[config.mk]
export PLATFORM = sky130hd
export DESIGN_NAME = fp_multiply_pipe_flat
export DESIGN_NICKNAME = d
export VERILOG_FILES = /design/src/rtl/fp_multiply_pipe_pkg.sv /design/src/rtl/fp_multiply_pipe_if.sv /design/src/rtl/fp_multiply_pipe_round_rne.sv /design/src/rtl/fp_multiply_pipe.sv /design/src/flat_wrapper.sv
export SDC_FILE = /design/constraint.sdc
export NUM_CORES = 2
export LEC_CHECK = 0
export ABC_AREA = 1
export BUFFER_PORTS_ARGS = -buffer_cell sky130_fd_sc_hd__clkbuf_2
export CELL_PAD_IN_SITES_DETAIL_PLACEMENT = 1
export CELL_PAD_IN_SITES_GLOBAL_PLACEMENT = 1
export CORE_MARGIN = 2
export CORE_UTILIZATION = 30
export CTS_BUF_LIST = sky130_fd_sc_hd__clkbuf_16
export DETAILED_ROUTE_END_ITERATION = 12
export GPL_ROUTABILITY_DRIVEN = 0
export PLACE_DENSITY_LB_ADDON = 0.08
export SETUP_SLACK_MARGIN = 0.1
export SYNTH_ARGS = -nofsm -noshare
export SYNTH_HDL_FRONTEND = slang
export SYNTH_SLANG_ARGS = --single-unit
[constraint.sdc]
create_clock -name clk -period 6 [get_ports clk]
set_clock_uncertainty 0.2 [all_clocks]
set_input_delay 0 -clock clk [delete_from_list [all_inputs] [get_ports clk]]
set_output_delay 0 -clock clk [all_outputs]
set_load 0.03 [all_outputs]
[src/rtl/fp_multiply_pipe_pkg.sv]
// Shared types and helpers for the pipelined floating-point multiplier.
package fp_pkg;

  typedef enum logic [1:0] {FP_ZERO, FP_NORM, FP_INF, FP_NAN} fp_class_t;

  localparam int FP_EXP_W = 8;
  localparam int FP_MAN_W = 23;

  // Exponent bias for a given exponent width.
  function automatic int fp_bias(input int exp_w);
    return (1 << (exp_w - 1)) - 1;
  endfunction

  // Canonical quiet NaN: sign 0, exponent all ones, fraction MSB set.
  function automatic logic [63:0] fp_qnan(input int exp_w, input int man_w);
    return (((64'd1 << exp_w) - 64'd1) << man_w) | (64'd1 << (man_w - 1));
  endfunction

  localparam int          FP_BIAS    = fp_bias(FP_EXP_W);
  localparam logic [63:0] FP_QNAN_SP = fp_qnan(FP_EXP_W, FP_MAN_W);

  // Operand class; denormals count as zero because they are flushed.
  function automatic fp_class_t fp_classify(input logic [63:0] w,
                                            input int exp_w, input int man_w);
    logic [63:0] e, f, emax;
    emax = (64'd1 << exp_w) - 64'd1;
    e    = (w >> man_w) & emax;
    f    = w & ((64'd1 << man_w) - 64'd1);
    if (e == 64'd0)       return FP_ZERO;
    else if (e == emax)   return (f == 64'd0) ? FP_INF : FP_NAN;
    else                  return FP_NORM;
  endfunction

endpackage

[src/rtl/fp_multiply_pipe_if.sv]
// Operand/result stream bundle for the FP multiplier.
interface fp_multiply_pipe_if #(
  parameter int EXP_W = 8,
  parameter int MAN_W = 23
);
  localparam int W = 1 + EXP_W + MAN_W;

  logic         in_valid;
  logic         in_ready;
  logic [W-1:0] a;
  logic [W-1:0] b;
  logic         out_valid;
  logic         out_ready;
  logic [W-1:0] c;
  logic         flag_ovf;
  logic         flag_unf;
  logic         flag_inv;

  modport slave (
    input  in_valid, a, b, out_ready,
    output in_ready, out_valid, c, flag_ovf, flag_unf, flag_inv
  );

  modport master (
    output in_valid, a, b, out_ready,
    input  in_ready, out_valid, c, flag_ovf, flag_unf, flag_inv
  );
endinterface

[src/rtl/fp_multiply_pipe_round_rne.sv]
// Normalise a mantissa product, round to nearest-even, adjust exponent.
module fp_round_rne #(
  parameter int EXP_W = 8,
  parameter int MAN_W = 23
) (
  input  logic [2*MAN_W+1:0]       i_prod,
  input  logic signed [EXP_W+1:0]  i_exp,
  output logic [MAN_W-1:0]         o_frac,
  output logic signed [EXP_W+1:0]  o_exp
);
  localparam int EW = EXP_W + 2;

  logic             w_msb;
  logic [MAN_W-1:0] w_frac;
  logic             w_g;
  logic             w_s;
  logic             w_inc;
  logic             w_cy;

  // Product lies in [1,4); when MSB is set the binary point moves one left.
  assign w_msb  = i_prod[2*MAN_W+1];
  assign w_frac = w_msb ? i_prod[2*MAN_W:MAN_W+1] : i_prod[2*MAN_W-1:MAN_W];
  assign w_g    = w_msb ? i_prod[MAN_W]           : i_prod[MAN_W-1];
  assign w_s    = w_msb ? |i_prod[MAN_W-1:0]      : |i_prod[MAN_W-2:0];
  assign w_inc  = w_g & (w_s | w_frac[0]);

  // A carry out of the fraction wraps it to zero and bumps the exponent.
  assign {w_cy, o_frac} = {1'b0, w_frac} + (MAN_W+1)'(w_inc);
  assign o_exp = i_exp + EW'(w_msb) + EW'(w_cy);
endmodule

[src/rtl/fp_multiply_pipe.sv]
// Three-stage IEEE-style FP multiplier with RNE rounding and backpressure.
module fp_multiply_pipe
  import fp_pkg::*;
#(
  parameter int EXP_W = FP_EXP_W,
  parameter int MAN_W = FP_MAN_W
) (
  input  logic          clk,
  input  logic          rst,
  fp_multiply_pipe_if.slave bus
);
  localparam int W      = 1 + EXP_W + MAN_W;
  localparam int EW     = EXP_W + 2;
  localparam int PW     = 2 * MAN_W + 2;
  localparam int STAGES = 3;

  localparam logic [W-1:0]         QNAN  = W'(fp_qnan(EXP_W, MAN_W));
  localparam logic signed [EW-1:0] BIAS  = EW'(fp_bias(EXP_W));
  localparam logic signed [EW-1:0] EMAX  = EW'((1 << EXP_W) - 1);
  localparam logic signed [EW-1:0] EZERO = '0;

  // Handshake: whole pipe moves together whenever the output slot frees up.
  logic              w_en;
  logic              w_acc;
  logic [STAGES:1]   r_vld_pipe;
  logic [STAGES:0]   w_vld_pipe;

  assign w_en       = !r_vld_pipe[STAGES] | bus.out_ready;
  assign w_acc      = bus.in_valid & w_en;
  assign w_vld_pipe = {r_vld_pipe, w_acc};
  assign bus.in_ready  = w_en;
  assign bus.out_valid = r_vld_pipe[STAGES];

  // Stage valid shift register; reset discards anything in flight.
  always_ff @(posedge clk) begin
    if (rst)       r_vld_pipe <= '0;
    else if (w_en) r_vld_pipe <= w_vld_pipe[STAGES-1:0];
  end

  // ---------------- S1: classify, sign, exponent sum, mantissa product
  fp_class_t             w1_ca, w1_cb;
  logic [MAN_W:0]        w1_ma, w1_mb;
  logic [PW-1:0]         w1_prod;
  logic signed [EW-1:0]  w1_e;

  assign w1_ca   = fp_classify(64'(bus.a), EXP_W, MAN_W);
  assign w1_cb   = fp_classify(64'(bus.b), EXP_W, MAN_W);
  assign w1_ma   = {1'b1, bus.a[MAN_W-1:0]};
  assign w1_mb   = {1'b1, bus.b[MAN_W-1:0]};
  assign w1_prod = {{(MAN_W+1){1'b0}}, w1_ma} * {{(MAN_W+1){1'b0}}, w1_mb};
  assign w1_e    = $signed({2'b00, bus.a[W-2:MAN_W]})
                 + $signed({2'b00, bus.b[W-2:MAN_W]}) - BIAS;

  fp_class_t             r1_ca, r1_cb;
  logic                  r1_s;
  logic signed [EW-1:0]  r1_e;
  logic [PW-1:0]         r1_prod;

  // S1 register.
  always_ff @(posedge clk) begin
    if (rst) begin
      r1_ca <= FP_ZERO; r1_cb <= FP_ZERO; r1_s <= 1'b0;
      r1_e  <= '0;      r1_prod <= '0;
    end else if (w_en) begin
      r1_ca <= w1_ca; r1_cb <= w1_cb;
      r1_s  <= bus.a[W-1] ^ bus.b[W-1];
      r1_e  <= w1_e;  r1_prod <= w1_prod;
    end
  end

  // ---------------- S2: normalise and round
  logic [MAN_W-1:0]      w2_frac;
  logic signed [EW-1:0]  w2_e;

  fp_round_rne #(.EXP_W(EXP_W), .MAN_W(MAN_W)) u_rnd (
    .i_prod (r1_prod),
    .i_exp  (r1_e),
    .o_frac (w2_frac),
    .o_exp  (w2_e)
  );

  fp_class_t             r2_ca, r2_cb;
  logic                  r2_s;
  logic signed [EW-1:0]  r2_e;
  logic [MAN_W-1:0]      r2_frac;

  // S2 register.
  always_ff @(posedge clk) begin
    if (rst) begin
      r2_ca <= FP_ZERO; r2_cb <= FP_ZERO; r2_s <= 1'b0;
      r2_e  <= '0;      r2_frac <= '0;
    end else if (w_en) begin
      r2_ca <= r1_ca; r2_cb <= r1_cb; r2_s <= r1_s;
      r2_e  <= w2_e;  r2_frac <= w2_frac;
    end
  end

  // ---------------- S3: special-case select
  logic         w3_nan, w3_inf, w3_zero;
  logic [W-1:0] w3_c;
  logic         w3_ovf, w3_unf, w3_inv;

  assign w3_nan  = (r2_ca == FP_NAN)  | (r2_cb == FP_NAN);
  assign w3_inf  = (r2_ca == FP_INF)  | (r2_cb == FP_INF);
  assign w3_zero = (r2_ca == FP_ZERO) | (r2_cb == FP_ZERO);

  // Result mux in priority order: invalid, Inf, zero, overflow, underflow, normal.
  always_comb begin
    w3_c   = {r2_s, r2_e[EXP_W-1:0], r2_frac};
    w3_ovf = 1'b0;
    w3_unf = 1'b0;
    w3_inv = 1'b0;
    if (w3_nan | (w3_inf & w3_zero)) begin
      w3_c   = QNAN;
      w3_inv = 1'b1;
    end else if (w3_inf) begin
      w3_c = {r2_s, {EXP_W{1'b1}}, {MAN_W{1'b0}}};
    end else if (w3_zero) begin
      w3_c = {r2_s, {(W-1){1'b0}}};
    end else if (r2_e >= EMAX) begin
      w3_c   = {r2_s, {EXP_W{1'b1}}, {MAN_W{1'b0}}};
      w3_ovf = 1'b1;
    end else if (r2_e <= EZERO) begin
      w3_c   = {r2_s, {(W-1){1'b0}}};
      w3_unf = 1'b1;
    end
  end

  logic [W-1:0] r3_c;
  logic         r3_ovf, r3_unf, r3_inv;

  // Output register; holds while the consumer stalls.
  always_ff @(posedge clk) begin
    if (rst) begin
      r3_c <= '0; r3_ovf <= 1'b0; r3_unf <= 1'b0; r3_inv <= 1'b0;
    end else if (w_en) begin
      r3_c <= w3_c; r3_ovf <= w3_ovf; r3_unf <= w3_unf; r3_inv <= w3_inv;
    end
  end

  assign bus.c        = r3_c;
  assign bus.flag_ovf = r3_ovf;
  assign bus.flag_unf = r3_unf;
  assign bus.flag_inv = r3_inv;
endmodule

[src/flat_wrapper.sv]
// flat-port wrapper written by rule: the top's interface ports become plain ports
module fp_multiply_pipe_flat import fp_pkg::*;
#(
  parameter int EXP_W = FP_EXP_W,
  parameter int MAN_W = FP_MAN_W
)
  (clk, rst, bus_in_valid, bus_a, bus_b, bus_out_ready, bus_in_ready, bus_out_valid, bus_c, bus_flag_ovf, bus_flag_unf, bus_flag_inv);
  fp_multiply_pipe_if #(.EXP_W(EXP_W), .MAN_W(MAN_W)) bus_i ();
  input  logic clk;
  input  logic rst;
  input wire logic [$bits(bus_i.in_valid)-1:0] bus_in_valid;
  input wire logic [$bits(bus_i.a)-1:0] bus_a;
  input wire logic [$bits(bus_i.b)-1:0] bus_b;
  input wire logic [$bits(bus_i.out_ready)-1:0] bus_out_ready;
  output wire logic [$bits(bus_i.in_ready)-1:0] bus_in_ready;
  output wire logic [$bits(bus_i.out_valid)-1:0] bus_out_valid;
  output wire logic [$bits(bus_i.c)-1:0] bus_c;
  output wire logic [$bits(bus_i.flag_ovf)-1:0] bus_flag_ovf;
  output wire logic [$bits(bus_i.flag_unf)-1:0] bus_flag_unf;
  output wire logic [$bits(bus_i.flag_inv)-1:0] bus_flag_inv;
  assign bus_i.in_valid = bus_in_valid;
  assign bus_i.a = bus_a;
  assign bus_i.b = bus_b;
  assign bus_i.out_ready = bus_out_ready;
  assign bus_in_ready = bus_i.in_ready;
  assign bus_out_valid = bus_i.out_valid;
  assign bus_c = bus_i.c;
  assign bus_flag_ovf = bus_i.flag_ovf;
  assign bus_flag_unf = bus_i.flag_unf;
  assign bus_flag_inv = bus_i.flag_inv;
  fp_multiply_pipe #(.EXP_W(EXP_W), .MAN_W(MAN_W)) u_core (.clk(clk), .rst(rst), .bus(bus_i));
endmodule
==> qor_table.md <==
| Step | Item | Value |
|---|---|---|
| run status | Outcome | finished clean |
| yosys | Register area share after synthesis | 10.2% |
| die | Area inside the core boundary | 90,300 sq um |
| clocking | Cell at the root of the clock tree | sky130_fd_sc_hd__clkbuf_16 |
| die | Top-level port count | 105 |
| finish | ANT cells | 0 |
| yosys | Net count after synthesis | 4,581 |
| yosys | Post-Synthesis Cells | 3,845 |
| die | Die Wd | 306 microns |
| setup path | CP required | 6140 ps |
| sta | Unrepaired setup endpoints after global routing | false |
| sta | Min setup slack post-route | 381 ps |
| sta | Final count of negative-setup-slack endpoints | 0 |
| setup path | Worst reg2reg startpoint | u_core.r1_prod[47] |
| sta | Fmax achieved | 178 MHz |
| clocking | Clock tree from TritonCTS | yes |
| yosys | Total of flip-flops plus latches after synthesis | 139 |
| grt | Maximum number of pins on one net before global-route repair | 102 |
| setup path | Cells on worst reg2reg path | 17 |
| sta | Number of max-slew violations in the final report | 0 |
| sta | Relative slew slack | 15.8% |
| drt | Count of routing violations after the opening detailed-route iteration | 874 |
| setup path | WP data arrival | 5760 ps |
| placement | Post-detailed-placement cell area | 31,200 sq um |
| clocking | Later-pin clock latency in the skew report | 450 ps |
| placement | IO Port Bufs | 104 |
| yosys | Synthesis warning total | 0 |
| setup path | Element type at the critical path start | input port |
| setup path | Crit Path Category | input port to register |
| finish | Final std cells w/o fill | 5,318 |
| finish | Fraction of the core area covered by cells at the end of the flow | 36.0% |
| grt | Number of antenna violations at the first check in global routing | 0 |
| setup path | Peak per-stage delay on the critical path | 560 ps |
| die | Initial core utilization | 30.4% |
| setup path | CP Launch Point | bus_a[6] |
| sta | Actual transition at the worst max-transition pin | 1250 ps |
| clocking | Clock slew at reported path FFs | 70 ps |
| placement | Dpl hpwl | 76.7 mm |
| drt | Number of detailed-route iterations in the first pass | 4 |
| clocking | Sink count of the clock tree | 139 |
| placement | Post-placement worst setup slack | -396 ps |
| drt | Post-detailed-route DRC marker count | 0 |
| finish | Footprint of the multi-input gates | 20,000 sq um |
| drt | Overall via count from detail_route | 23,282 |
| setup path | End of the worst register-to-register path | u_core.r2_e[8] |
| grt | Wire length of the first global-routing pass | 145 mm |
| finish | Footprint of the flip-flops and latches | 2780 sq um |
| finish | Share of cells above drive strength 1 | 13.7% |
| setup path | R2R setup slack | 1500 ps |
| finish | Final net count | 4,865 |
| clocking | Maximum buffer depth of the clock tree | 2 |
| grt | Total congestion overflow after global routing | 0 |
| worst hold path | Classification of the worst-slack hold path | input port to register |
| setup path | Cell occurring most often along the worst timing path | sky130_fd_sc_hd__fa_1 |
| clocking | Number of H-tree levels | 4 |
| clocking | Number of buffers created by CTS | 17 |
| grt | Number of global-route vias before repair | 25,913 |
| drt | Ratio of routed vias to standard cells | 4.38 |
| die | Die footprint | 93,800 sq um |
| grt | Global-route usage over all layers | 19.7% |
| yosys | Unique masters post-synth | 44 |
| finish | Area of all placed cells without fillers | 32,500 sq um |
| setup path | Worst Setup EP | u_core.r1_prod[46] |
| sta | Endpoints failing hold | 0 |
| die | Row count | 110 |
| yosys | Mean post-synth cell area | 7.13 sq um |
| die | Die Y | 306 microns |
| setup path | Kind of capture point of the worst setup path | register |
| finish | Area Growth Syn to Fin | 18.6% |
| job | Total of max-cap violations | 0 |
| sta | Shortest period the worst path allows | 5620 ps |
| setup path | Library cell contributing the largest single delay on the critical path | sky130_fd_sc_hd__fa_1 |
| setup path | Critical Path Fanout Max | 9 |
| drt | Routed wire length | 88.0 mm |
| drt | Detail Route Antenna Nets | 0 |
| yosys | Total standard cell area after synthesis | 27,400 sq um |
| finish | Layout filler cell count | 11,249 |
| placement | Number of placed instances with taps included | 5,270 |
| drt | Mean routed wirelength per cell | 16.5 microns |
| sta | Final Cycle Share | 93.6% |
==> stage by stage <==
stage / hold slack (ps) / TNS, ps
finish: 6.61 / 0
global route: 79.4 / 0
CTS: 26.0 / 0
detailed placement: 36.3 / -9350
global placement: 26.8 / -8670
floorplan: -65.1 / 0
==> cell usage after synthesis, drive strengths merged <==
cell | instances | area (sq um)
a211oi | 3 | 22.5
a21o | 1 | 7.51
a21oi | 109 | 546
a31oi | 4 | 25.0
and2 | 3 | 18.8
and3 | 1 | 6.26
buf | 15 | 110
clkbuf | 141 | 529
clkinv | 1 | 3.75
dfxtp | 139 | 2780
fa | 484 | 9690
ha | 184 | 2300
inv | 1173 | 4400
nand2 | 1046 | 3940
nand3 | 101 | 510
nand3b | 2 | 15.0
nand4 | 43 | 269
nor2 | 142 | 571
nor3 | 12 | 81.3
nor4 | 18 | 113
o211ai | 17 | 128
o21ai | 114 | 597
o21bai | 35 | 263
o221ai | 1 | 8.76
o22ai | 2 | 12.5
o311ai | 1 | 8.76
o31ai | 1 | 7.51
or2 | 8 | 50.1
xnor2 | 8 | 70.1
xor2 | 36 | 315
==> how the worst min path moves through the flow <==
stage                           end  depth (start not counted)  slack (ps)    startpoint
2_1_floorplan  u_core.r_vld_pipe[1]                          2         -70  bus_in_valid
3_3_place_gp   u_core.r_vld_pipe[1]                          3          30  bus_in_valid
3_5_place_dp   u_core.r_vld_pipe[1]                          3          40  bus_in_valid
4_1_cts             u_core.r1_cb[0]                          6          30     bus_b[27]
5_1_grt             u_core.r1_cb[0]                          6          80     bus_b[27]
6_report            u_core.r1_cb[0]                          6           7     bus_b[27]
==> registers in the layout (all words and copies together) (netlist names), 2 cells and up <==
register,flops
u_core.bus.c,32
u_core.r1_ca,2
u_core.r1_cb,2
u_core.r1_e,10
u_core.r1_prod,48
u_core.r2_ca,2
u_core.r2_cb,2
u_core.r2_e,10
u_core.r2_frac,23
u_core.r_vld_pipe,3
==> worst max-delay path, delay by kind of cell <==
| kind | cells | cell delay [ps] |
|---|---|---|
| buffers and inverters | 9 | 970 |
| adders and majority gates | 8 | 3910 |
| and+or+nand+nor | 10 | 880 |
==> layout make-up <==
type	count	share of cell area (%)
repair buffers	421	10.1
inverters	1174	13.6
flip-flops and latches	139	8.56
clock inverters	15	0.466
multi-input cells	2376	61.5
clock buffers	17	1.31
well taps	1176	4.53
==> per-layer routing <==
layer  vias to the layer above  track usage (%)  wire length (microns)
met5                         -                0                      0
met3                        28             1.17                    814
met2                        99             35.3                  44000
met4                         0             1.84                    492
li1                      11571                -                      -
met1                     11584             26.9                  42600
==> layout by cell type (no fill, tap or decap), drive strengths merged, types with 101 or more instances in the layout <==
cell	Yosys	routed
inv	1173	1182
nand2	1046	1046
fa	484	484
buf	15	313
ha	184	184
nor2	142	142
dfxtp	139	139
o21ai	114	114
clkbuf	141	113
a21oi	109	109
nand3	101	101
==> kinds of logic (layout without fill, tap and decap cells) <==
family                     count (synthesis)  in the layout  share of synthesized area [%]
and+or+nand+nor                         1376           1376                           20.3
buffers and inverters                   1330           1627                           18.4
adders and majority gates                668            668                           43.8
AOI/OAI and AO/OA                        288            288                           5.93
DFF                                      139            139                           10.2
xor gates and xnor gates                  44             44                           1.41
==> timing repair <==
action	4_1_cts	5_1_grt
hold buffers	12	0
hold endpoints to repair	9	0
setup buffers	0	4
resized for setup	4	166
pin swaps	0	39
setup endpoints to repair	5	32
Power is not shown: default switching activity piles up to over one toggle a cycle in this logic, so the estimate is an artifact.
